## config.mk

```make
export PLATFORM = sky130hd
export DESIGN_NAME = conv_stream_loader_flat
export DESIGN_NICKNAME = d
export VERILOG_FILES = /design/src/rtl/conv_stream_loader_if.sv /design/src/rtl/conv_stream_loader.sv /design/src/flat_wrapper.sv
export SDC_FILE = /design/constraint.sdc
export NUM_CORES = 1
export LEC_CHECK = 0
export ABC_AREA = 0
export CAP_MARGIN = 10
export CORE_ASPECT_RATIO = 1.5
export CORE_MARGIN = 2
export CORE_UTILIZATION = 51
export DETAILED_ROUTE_END_ITERATION = 10
export PLACE_DENSITY = 0.85
export SETUP_SLACK_MARGIN = 0.05
export SLEW_MARGIN = 20
export SYNTH_ARGS = -nofsm -noshare
export SYNTH_HDL_FRONTEND = slang
export SYNTH_SLANG_ARGS = --single-unit
```

## constraint.sdc

```tcl
create_clock -name clk -period 5.8 [get_ports clk]
set_input_delay 0.87 -clock clk [delete_from_list [all_inputs] [get_ports clk]]
set_output_delay 0.87 -clock clk [all_outputs]
set_load 0.02 [all_outputs]
```

## src/rtl/conv_stream_loader_if.sv

```systemverilog
// ============================================================================
// Module   : conv_stream_loader_if
// Brief    : Byte-stream input and result-output handshakes of the loader.
// Revision : 1.0
// ============================================================================
`default_nettype none

interface conv_stream_loader_if #(
  parameter int DATA_W = 8
);
  logic [DATA_W-1:0]   s_data;
  logic                s_first;
  logic                s_valid;
  logic                s_ready;
  logic [4*DATA_W-1:0] res_out;
  logic                res_valid;
  logic                res_ready;

  modport master (
    output s_data, s_first, s_valid, res_ready,
    input  s_ready, res_out, res_valid
  );

  modport slave (
    input  s_data, s_first, s_valid, res_ready,
    output s_ready, res_out, res_valid
  );
endinterface

`default_nettype wire

```

## src/rtl/conv_stream_loader.sv

```systemverilog
// ============================================================================
// Module   : conv_stream_loader
// Brief    : Loads pixels/weights for the systolic conv array, runs it, and
//            hands the captured results downstream.
// Revision : 1.0
// ============================================================================
`default_nettype none

module conv_stream_loader #(
  parameter int DATA_W     = 8,
  parameter int N_IN       = 16,
  parameter int N_FIL      = 9,
  parameter int RUN_CYCLES = 16
) (
  input  wire logic                    clk,
  input  wire logic                    rst,
  conv_stream_loader_if.slave          bus,
  output logic [N_IN*DATA_W-1:0]       in_flat,
  output logic [N_FIL*DATA_W-1:0]      fil_flat,
  output logic                         arr_rst,
  input  wire logic [4*DATA_W-1:0]     res_in,
  output logic                         busy
);

  localparam int             IDX_W     = 5;
  localparam logic [IDX_W-1:0] LAST_SLOT = IDX_W'(N_IN + N_FIL - 1);
  localparam logic [4:0]     LAST_RUN  = 5'(RUN_CYCLES - 1);

  typedef enum logic [1:0] {
    LOAD = 2'd0,
    RUN  = 2'd1,
    DONE = 2'd2
  } state_t;

  state_t              state, state_nx;
  logic [IDX_W-1:0]    idx, idx_nx, wr_slot;
  logic [4:0]          cnt, cnt_nx;
  logic                wr_en, capture, xfer;
  logic                res_valid_q, res_valid_nx;
  logic [4*DATA_W-1:0] res_q;

  assign bus.s_ready   = (state == LOAD) & rst;
  assign bus.res_out   = res_q;
  assign bus.res_valid = res_valid_q;
  assign xfer          = bus.s_valid & bus.s_ready;
  assign arr_rst       = (state != RUN);
  assign busy          = (state == RUN) | (state == DONE);

  always_comb begin
    state_nx     = state;
    idx_nx       = idx;
    cnt_nx       = cnt;
    wr_en        = 1'b0;
    wr_slot      = idx;
    capture      = 1'b0;
    res_valid_nx = res_valid_q;
    case (state)
      LOAD: begin
        if (xfer) begin
          wr_en = 1'b1;
          // s_first resynchronises the frame without clearing earlier slots
          if (bus.s_first) begin
            wr_slot = '0;
            idx_nx  = IDX_W'(1);
          end else begin
            idx_nx = idx + IDX_W'(1);
            if (idx == LAST_SLOT) begin
              state_nx = RUN;
              cnt_nx   = '0;
            end
          end
        end
      end
      RUN: begin
        cnt_nx = cnt + 5'd1;
        if (cnt == LAST_RUN) begin
          capture      = 1'b1;
          res_valid_nx = 1'b1;
          state_nx     = DONE;
        end
      end
      DONE: begin
        if (bus.res_ready) begin
          res_valid_nx = 1'b0;
          idx_nx       = '0;
          state_nx     = LOAD;
        end
      end
      default: state_nx = LOAD;
    endcase
  end

  always_ff @(posedge clk or negedge rst) begin
    if (!rst) begin
      state       <= LOAD;
      idx         <= '0;
      cnt         <= '0;
      res_valid_q <= 1'b0;
      res_q       <= '0;
      in_flat     <= '0;
      fil_flat    <= '0;
    end else begin
      state       <= state_nx;
      idx         <= idx_nx;
      cnt         <= cnt_nx;
      res_valid_q <= res_valid_nx;
      if (capture) begin
        res_q <= res_in;
      end
      if (wr_en) begin
        for (int k = 0; k < N_IN; k++) begin
          if (wr_slot == IDX_W'(k)) begin
            in_flat[(N_IN-1-k)*DATA_W +: DATA_W] <= bus.s_data;
          end
        end
        for (int k = 0; k < N_FIL; k++) begin
          if (wr_slot == IDX_W'(N_IN + k)) begin
            fil_flat[(N_FIL-1-k)*DATA_W +: DATA_W] <= bus.s_data;
          end
        end
      end
    end
  end

endmodule

`default_nettype wire

```

## src/flat_wrapper.sv

```systemverilog
// flat-port wrapper written by rule: the top's interface ports become plain ports
module conv_stream_loader_flat 
#(
  parameter int DATA_W     = 8,
  parameter int N_IN       = 16,
  parameter int N_FIL      = 9,
  parameter int RUN_CYCLES = 16
)
  (clk, rst, in_flat, fil_flat, arr_rst, res_in, busy, bus_s_data, bus_s_first, bus_s_valid, bus_res_ready, bus_s_ready, bus_res_out, bus_res_valid);
  conv_stream_loader_if #(.DATA_W(DATA_W)) bus_i ();
  input  wire logic clk;
  input  wire logic rst;
  output logic [N_IN*DATA_W-1:0] in_flat;
  output logic [N_FIL*DATA_W-1:0] fil_flat;
  output logic arr_rst;
  input  wire logic [4*DATA_W-1:0] res_in;
  output logic busy;
  input wire logic [$bits(bus_i.s_data)-1:0] bus_s_data;
  input wire logic [$bits(bus_i.s_first)-1:0] bus_s_first;
  input wire logic [$bits(bus_i.s_valid)-1:0] bus_s_valid;
  input wire logic [$bits(bus_i.res_ready)-1:0] bus_res_ready;
  output wire logic [$bits(bus_i.s_ready)-1:0] bus_s_ready;
  output wire logic [$bits(bus_i.res_out)-1:0] bus_res_out;
  output wire logic [$bits(bus_i.res_valid)-1:0] bus_res_valid;
  assign bus_i.s_data = bus_s_data;
  assign bus_i.s_first = bus_s_first;
  assign bus_i.s_valid = bus_s_valid;
  assign bus_i.res_ready = bus_res_ready;
  assign bus_s_ready = bus_i.s_ready;
  assign bus_res_out = bus_i.res_out;
  assign bus_res_valid = bus_i.res_valid;
  conv_stream_loader #(.DATA_W(DATA_W), .N_IN(N_IN), .N_FIL(N_FIL), .RUN_CYCLES(RUN_CYCLES)) u_core (.clk(clk), .rst(rst), .bus(bus_i), .in_flat(in_flat), .fil_flat(fil_flat), .arr_rst(arr_rst), .res_in(res_in), .busy(busy));
endmodule
```

==> metrics.cfg, run 1 <==
[run_status]
status=finished, final reports clean

[critical_path]
required_ns=4.93
r2r-end=u_core.in_flat[21]
arrival_ns=2.38
startpoint_type=input pin
critPathCaptureType=output pin
rr_worst_depth=6
cp_max_fo=116
crit_type=input pin to output pin
reg2reg_from=u_core.state[0]
r2r_slack_ns=3.29

[floorplanning]
io_pins=281
initial_core_util_pct=52.1
row_count=61
die_x_um=117
fp.dieH_um=173
die-area_mm2=0.0202
core-area_mm2=0.0186

[timing]
slew_headroom_pct=41.6
clock.fmax_ghz=0.308
min_period_ns=3.25
slew_viol_final=0
hold_viol=0
tightest_slew_ns=0.876
holdWs_ns=0.411
rsz0062_at_grt=false
tns_ns=0
finalSetupViolCount=0
finClkSkew_ns=0.0111
period_share_pct=56.0

[clocking]
cts-root-buf=clkbuf_16
cts_buffer_depth=3
clkSinkCount=245
post-cts-setup-buffers=0
clk_pin_slew_ns=0.06
cts_tree=done
clkLatencyLatePin_ns=0.50
numCtsBuffers=23
cts_resized=0
hold_buffers=0
h-tree-depth=1

[global_routing]
grtUsageMet3_pct=5.68
grt.busiest_layer=met2
grt_max_degree=137
grt_overflow=0
antenna_found_initial=0
grt_use_total_pct=25.0
use_met2_pct=43.8
grtUsageMet1_pct=29.4
grt_pass1_vias=6724
grt_pass1_wl_um=38700

[yosys]
ys_seq_elements=245
ys_types=42
synth_edf_count=0
ys.flop_type=dfrtp_1
ys.warnings.count=0
syn_area_per_cell_um2=15.4
yosysSeqAreaShare_pct=63.2
synth_fp_nets=681
syn_area_mm2=0.00970
ys_async_sr_fraction_pct=100
synthCells=629

[pwr]
vdd_drop_max_uv=297
p_leak_nw=6.23
pwr_density_cell_mw_per_mm2=325

[final_layout]
regArea_mm2=0.00613
layout_common_cells=277 x clkdlybuf4s50_1, 245 x dfrtp_1, 232 x mux2_2
fin_cells=1175
post-route-util_pct=72.8
syn_to_final_growth_pct=39.7
insertedDiodeCount=0
multiInputGateArea_mm2=0.00340
final_common_cell=clkdlybuf4s50_1
layout.nets=962
drive_gt1_share_pct=32.5
nFillCells=1271

[placement]
place_hpwl_um=16700
io_buffers=280
routabilityCongestion=0.926
dp_cells=1137

[routing]
drc=0
firstDrtPassIters=4
drt_iter0_drc=366
post_drt_wl_per_cell_um=21.1
vias=6345
viasPerCell=5.40
antenna_left=0
drt_wl_total_um=24800

[min_path]
hold_path.class=input pin to async pin

[flow_run]
cap_violations=0

==> Yosys cell counts (5+ instances only) <==
cell type,count,area (µm²)
buf_2,6,30.0
clkbuf_1,18,67.6
dfrtp_1,245,6130
ha_1,7,87.6
inv_1,7,26.3
mux2_2,232,2610
nand2_1,19,71.3
nand2b_1,6,37.5
nand3_1,10,50.1
nor2_1,5,18.8
nor2_2,12,75.1
o21ai_0,10,50.1
==> final cells by class <==
class	instances	share of cell area [%]
flip-flops and latches	245	45.2
multi-input cells	345	25.1
clock buffers	31	4.76
inverters	7	0.194
well taps	252	2.33
clock inverters	7	1.23
repair buffers	288	21.2
==> layer usage <==
layer,part of all wire [%],routed length (µm)
met1,36,8950
met2,54,13300
met3,6.5,1600
met4,3.8,953
met5,0,0
==> worst max-delay path by stage <==
stage          depth (start not counted)  slack, ns             endpoint  from
3_3_place_gp                           3       2.53          bus_s_ready   rst
5_1_grt                                3       2.39          bus_s_ready   rst
3_5_place_dp                           5       2.49   u_core.in_flat[10]   rst
4_1_cts                                3       2.52          bus_s_ready   rst
6_report                               3       2.55          bus_s_ready   rst
2_1_floorplan                          4       3.61  u_core.fil_flat[57]   rst
==> power breakdown <==
group / internal, mW / switching [mW] / total (mW)
clock: 0.999 / 0.620 / 1.62
sequential: 1.86 / 0.0936 / 1.95
combinational: 0.405 / 0.434 / 0.839
total: 3.26 / 1.15 / 4.41
==> per-stage QoR <==
| step | total power, mW | cell area [µm²] | setup WS [ns] |
|---|---|---|---|
| 4_1_cts | 4.45 | 13600 | 2.52 |
| 5_1_grt | 4.58 | 13600 | 2.39 |
| 3_5_place_dp | 2.82 | 12700 | 2.49 |
| 2_1_floorplan | 2.37 | 9700 | 3.61 |
| 6_report | 4.41 | 13600 | 2.55 |
| 3_3_place_gp | 2.81 | 12800 | 2.53 |
==> critical path: stages <==
cell	delay (ns)
buf_8	0.57
and2_1	0.22
clkdlybuf4s50_1	0.60
==> flip-flops by register name, indices dropped and copies added (netlist names) <==
signal,cells
u_core.fil_flat,72
u_core.state,2
u_core.in_flat,128
u_core.cnt,5
u_core.idx,5
u_core.bus.res_valid,1
u_core.bus.res_out,32
==> kinds of logic after synthesis <==
| group | synth area share [%] |
|---|---|
| mux | 27.0 |
| buf+inv | 1.79 |
| fa+ha+maj | 0.902 |
| flops | 63.2 |
| compound gates | 1.59 |
| simple gates | 5.52 |
(Power assumes the default switching activity.)
==> run 2: changes to the inputs <==
--- a/config.mk
+++ b/config.mk
@@ -9,9 +9,9 @@
 export CAP_MARGIN = 10
 export CORE_ASPECT_RATIO = 1.5
 export CORE_MARGIN = 2
-export CORE_UTILIZATION = 51
+export CORE_UTILIZATION = 43
 export DETAILED_ROUTE_END_ITERATION = 10
-export PLACE_DENSITY = 0.85
+export PLACE_DENSITY = 0.76
 export SETUP_SLACK_MARGIN = 0.05
 export SLEW_MARGIN = 20
 export SYNTH_ARGS = -nofsm -noshare
==> constraint.sdc (replaced) <==
create_clock -name clk -period 2.8 [get_ports clk]
set_input_delay 0.42 -clock clk [delete_from_list [all_inputs] [get_ports clk]]
set_output_delay 0.42 -clock clk [all_outputs]
set_load 0.02 [all_outputs]
==> metrics.cfg, run 2 (synthesis gave the netlist of run 1 again) <==
[clocking]
cts_tree=done  ; unchanged
clkLatencyLatePin_ns=0.51  ; was 0.50 ns
hold_buffers=1  ; was 0
numCtsBuffers=23  ; unchanged
clkSinkCount=245  ; unchanged
clk_pin_slew_ns=0.06  ; about the same
cts-root-buf=clkbuf_16  ; unchanged
cts_buffer_depth=3  ; unchanged
h-tree-depth=1  ; unchanged
cts_resized=0  ; unchanged
post-cts-setup-buffers=0  ; unchanged

[timing]
slew_viol_final=0  ; unchanged
finalSetupViolCount=0  ; unchanged
clock.fmax_ghz=0.389
period_share_pct=91.8
min_period_ns=2.57
finClkSkew_ns=0.00709  ; was 0.0111 ns
hold_viol=0  ; unchanged
tightest_slew_ns=0.906  ; was 0.876 ns
holdWs_ns=0.318  ; was 0.411 ns
rsz0062_at_grt=false  ; unchanged
tns_ns=0  ; unchanged
slew_headroom_pct=39.6  ; was 41.6%

[critical_path]
critPathSlowestCell=clkdlybuf4s50_1  ; unchanged
crit_type=register to output pin  ; was input pin to output pin
required_ns=2.38  ; was 4.93 ns
slowest_delay_ns=0.64  ; was 0.60 ns
startpoint_type=register  ; was input pin
cp_max_fo=7  ; was 116
arrival_ns=2.15  ; was 2.38 ns
r2r_slack_ns=0.45  ; was 3.29 ns
critPathCaptureType=output pin  ; unchanged
crit_chain=inv_1 > ha_1 > buf_4 > and2_1 > clkdlybuf4s50_1  ; was buf_8 > and2_1 > clkdlybuf4s50_1

[final_layout]
layout_common_cells=279 x clkdlybuf4s50_1, 245 x dfrtp_1, 232 x mux2_2  ; was 277 x clkdlybuf4s50_1, 245 x dfrtp_1, 232 x mux2_2
layout.nets=976  ; was 962
nFillCells=1760  ; was 1271
drive_gt1_share_pct=33.1  ; was 32.5%
fin_cells=1213  ; was 1175
largest_register_ffs=128  ; unchanged
syn_to_final_growth_pct=40.1  ; was 39.7%
regArea_mm2=0.00613  ; unchanged
multiInputGateArea_mm2=0.00340  ; unchanged
final_common_cell=clkdlybuf4s50_1  ; unchanged
insertedDiodeCount=0  ; unchanged
regMostFlops=u_core.in_flat  ; unchanged
post-route-util_pct=61.0  ; was 72.8%

[routing]
drc=0  ; unchanged
viasPerCell=5.16  ; was 5.40
drt_iter0_drc=301  ; was 366
vias=6256  ; was 6345
post_drt_wl_per_cell_um=20.9  ; was 21.1 µm
antenna_left=0  ; unchanged
firstDrtPassIters=4  ; unchanged
drt_wl_total_um=25300  ; was 24800 µm

[pwr]
sequentialPowerShare_pct=46.1  ; was 44.3%
power.switching_mw=2.37  ; was 1.15 mW
clock_power_share_pct=33.8  ; was 36.7%
intPower_mw=6.37  ; was 3.26 mW
pwr_density_cell_mw_per_mm2=643  ; was 325 mW/mm²
p_leak_nw=6.25  ; was 6.23 nW
pwr-share-comb_pct=20.1  ; was 19.0%
p_sw_share_pct=27.1  ; was 26.0%
vdd_drop_max_uv=587  ; was 297 µV

[flow_run]
cap_violations=0  ; unchanged

[floorplanning]
core-area_mm2=0.0223  ; was 0.0186 mm²
fp.dieH_um=188  ; was 173 µm
initial_core_util_pct=43.5  ; was 52.1%
die-area_mm2=0.0238  ; was 0.0202 mm²
io_pins=281  ; unchanged
die_x_um=127  ; was 117 µm
row_count=67  ; was 61

[placement]
place_hpwl_um=17200  ; was 16700 µm
dp_cells=1174  ; was 1137
io_buffers=280  ; unchanged
routabilityCongestion=0.824  ; was 0.926

[run_status]
status=finished, final reports clean  ; unchanged

[global_routing]
grt_overflow=0  ; unchanged
grt_max_degree=137  ; unchanged
grt_pass1_wl_um=39500  ; was 38700 µm
antenna_found_initial=0  ; unchanged
grt_pass1_vias=6632  ; was 6724
grt_use_total_pct=21.3  ; was 25.0%

[min_path]
hold_path.class=input pin to async pin  ; unchanged

## run 2: cell count changes in the layout (fill, tap and decap cells not counted)
| cell | before | now |
|---|---|---|
| clkinvlp_4 | 1 | 2 |
| buf_2 | 2 | 0 |
| bufinv_16 | 5 | 0 |
| clkinv_4 | 0 | 1 |
| dlygate4sd3_1 | 0 | 1 |
| clkbuf_8 | 4 | 6 |
| buf_4 | 7 | 20 |
| clkbuf_1 | 4 | 5 |
| clkdlybuf4s50_1 | 277 | 279 |
## run 2: final timing paths
kind / start / to / cells past startpoint
worst max-delay path: u_core.state[0] / bus_s_ready / 5
worst min-delay path: rst / u_core.idx[3] / 2
worst max register to register: u_core.idx[3] / u_core.in_flat[47] / 4
worst min register to register: u_core.cnt[4] / u_core.cnt[4] / 2
max in group asynchronous: rst / u_core.in_flat[46] / 4
min in group clk: u_core.cnt[4] / u_core.cnt[4] / 2
## run 2: through the flow
stage,area (µm²),power [mW],worst slack [ns]
6_report,13600,8.74,0.229
5_1_grt,13600,9.12,0.144
4_1_cts,13600,8.85,0.207
3_5_place_dp,12900,5.85,0.227
3_3_place_gp,12900,5.83,0.270
2_1_floorplan,9700,4.91,0.760
## run 2: area by class of cell
type / count / share of cell area (%)
timing repair buffer: 302 / 22.0
inverter: 7 / 0.193
sequential: 245 / 45.1
clock buffer: 34 / 4.98
clock inverter: 4 / 0.239
tap: 276 / 2.54
multi-input combinational: 345 / 25.0
## run 2: power by group through the flow
stage	combinational [mW]	clock (mW)	sequential (mW)
4_1_cts	1.77	3.05	4.03
3_5_place_dp	1.76	0	4.09
3_3_place_gp	1.75	0	4.08
5_1_grt	1.87	3.19	4.07
2_1_floorplan	0.464	0	4.45
6_report	1.76	2.95	4.03
## run 2: critical path: cells and delay by family, from the launching register on
kind,cells,cell delay [ns]
adder cells (fa/ha/maj),1,0.21
buffers and inverters,3,0.90
flip-flops,1,0.40
AND/OR/NAND/NOR,1,0.12
## run 2: per-layer routing
metal | GRT usage, % | vias up | wire [µm]
li1 | - | 2820 | -
met1 | 25.2 | 3197 | 9680
met2 | 38.3 | 195 | 13400
met3 | 4.34 | 44 | 1350
met4 | 7.65 | 0 | 844
met5 | 0 | - | 0
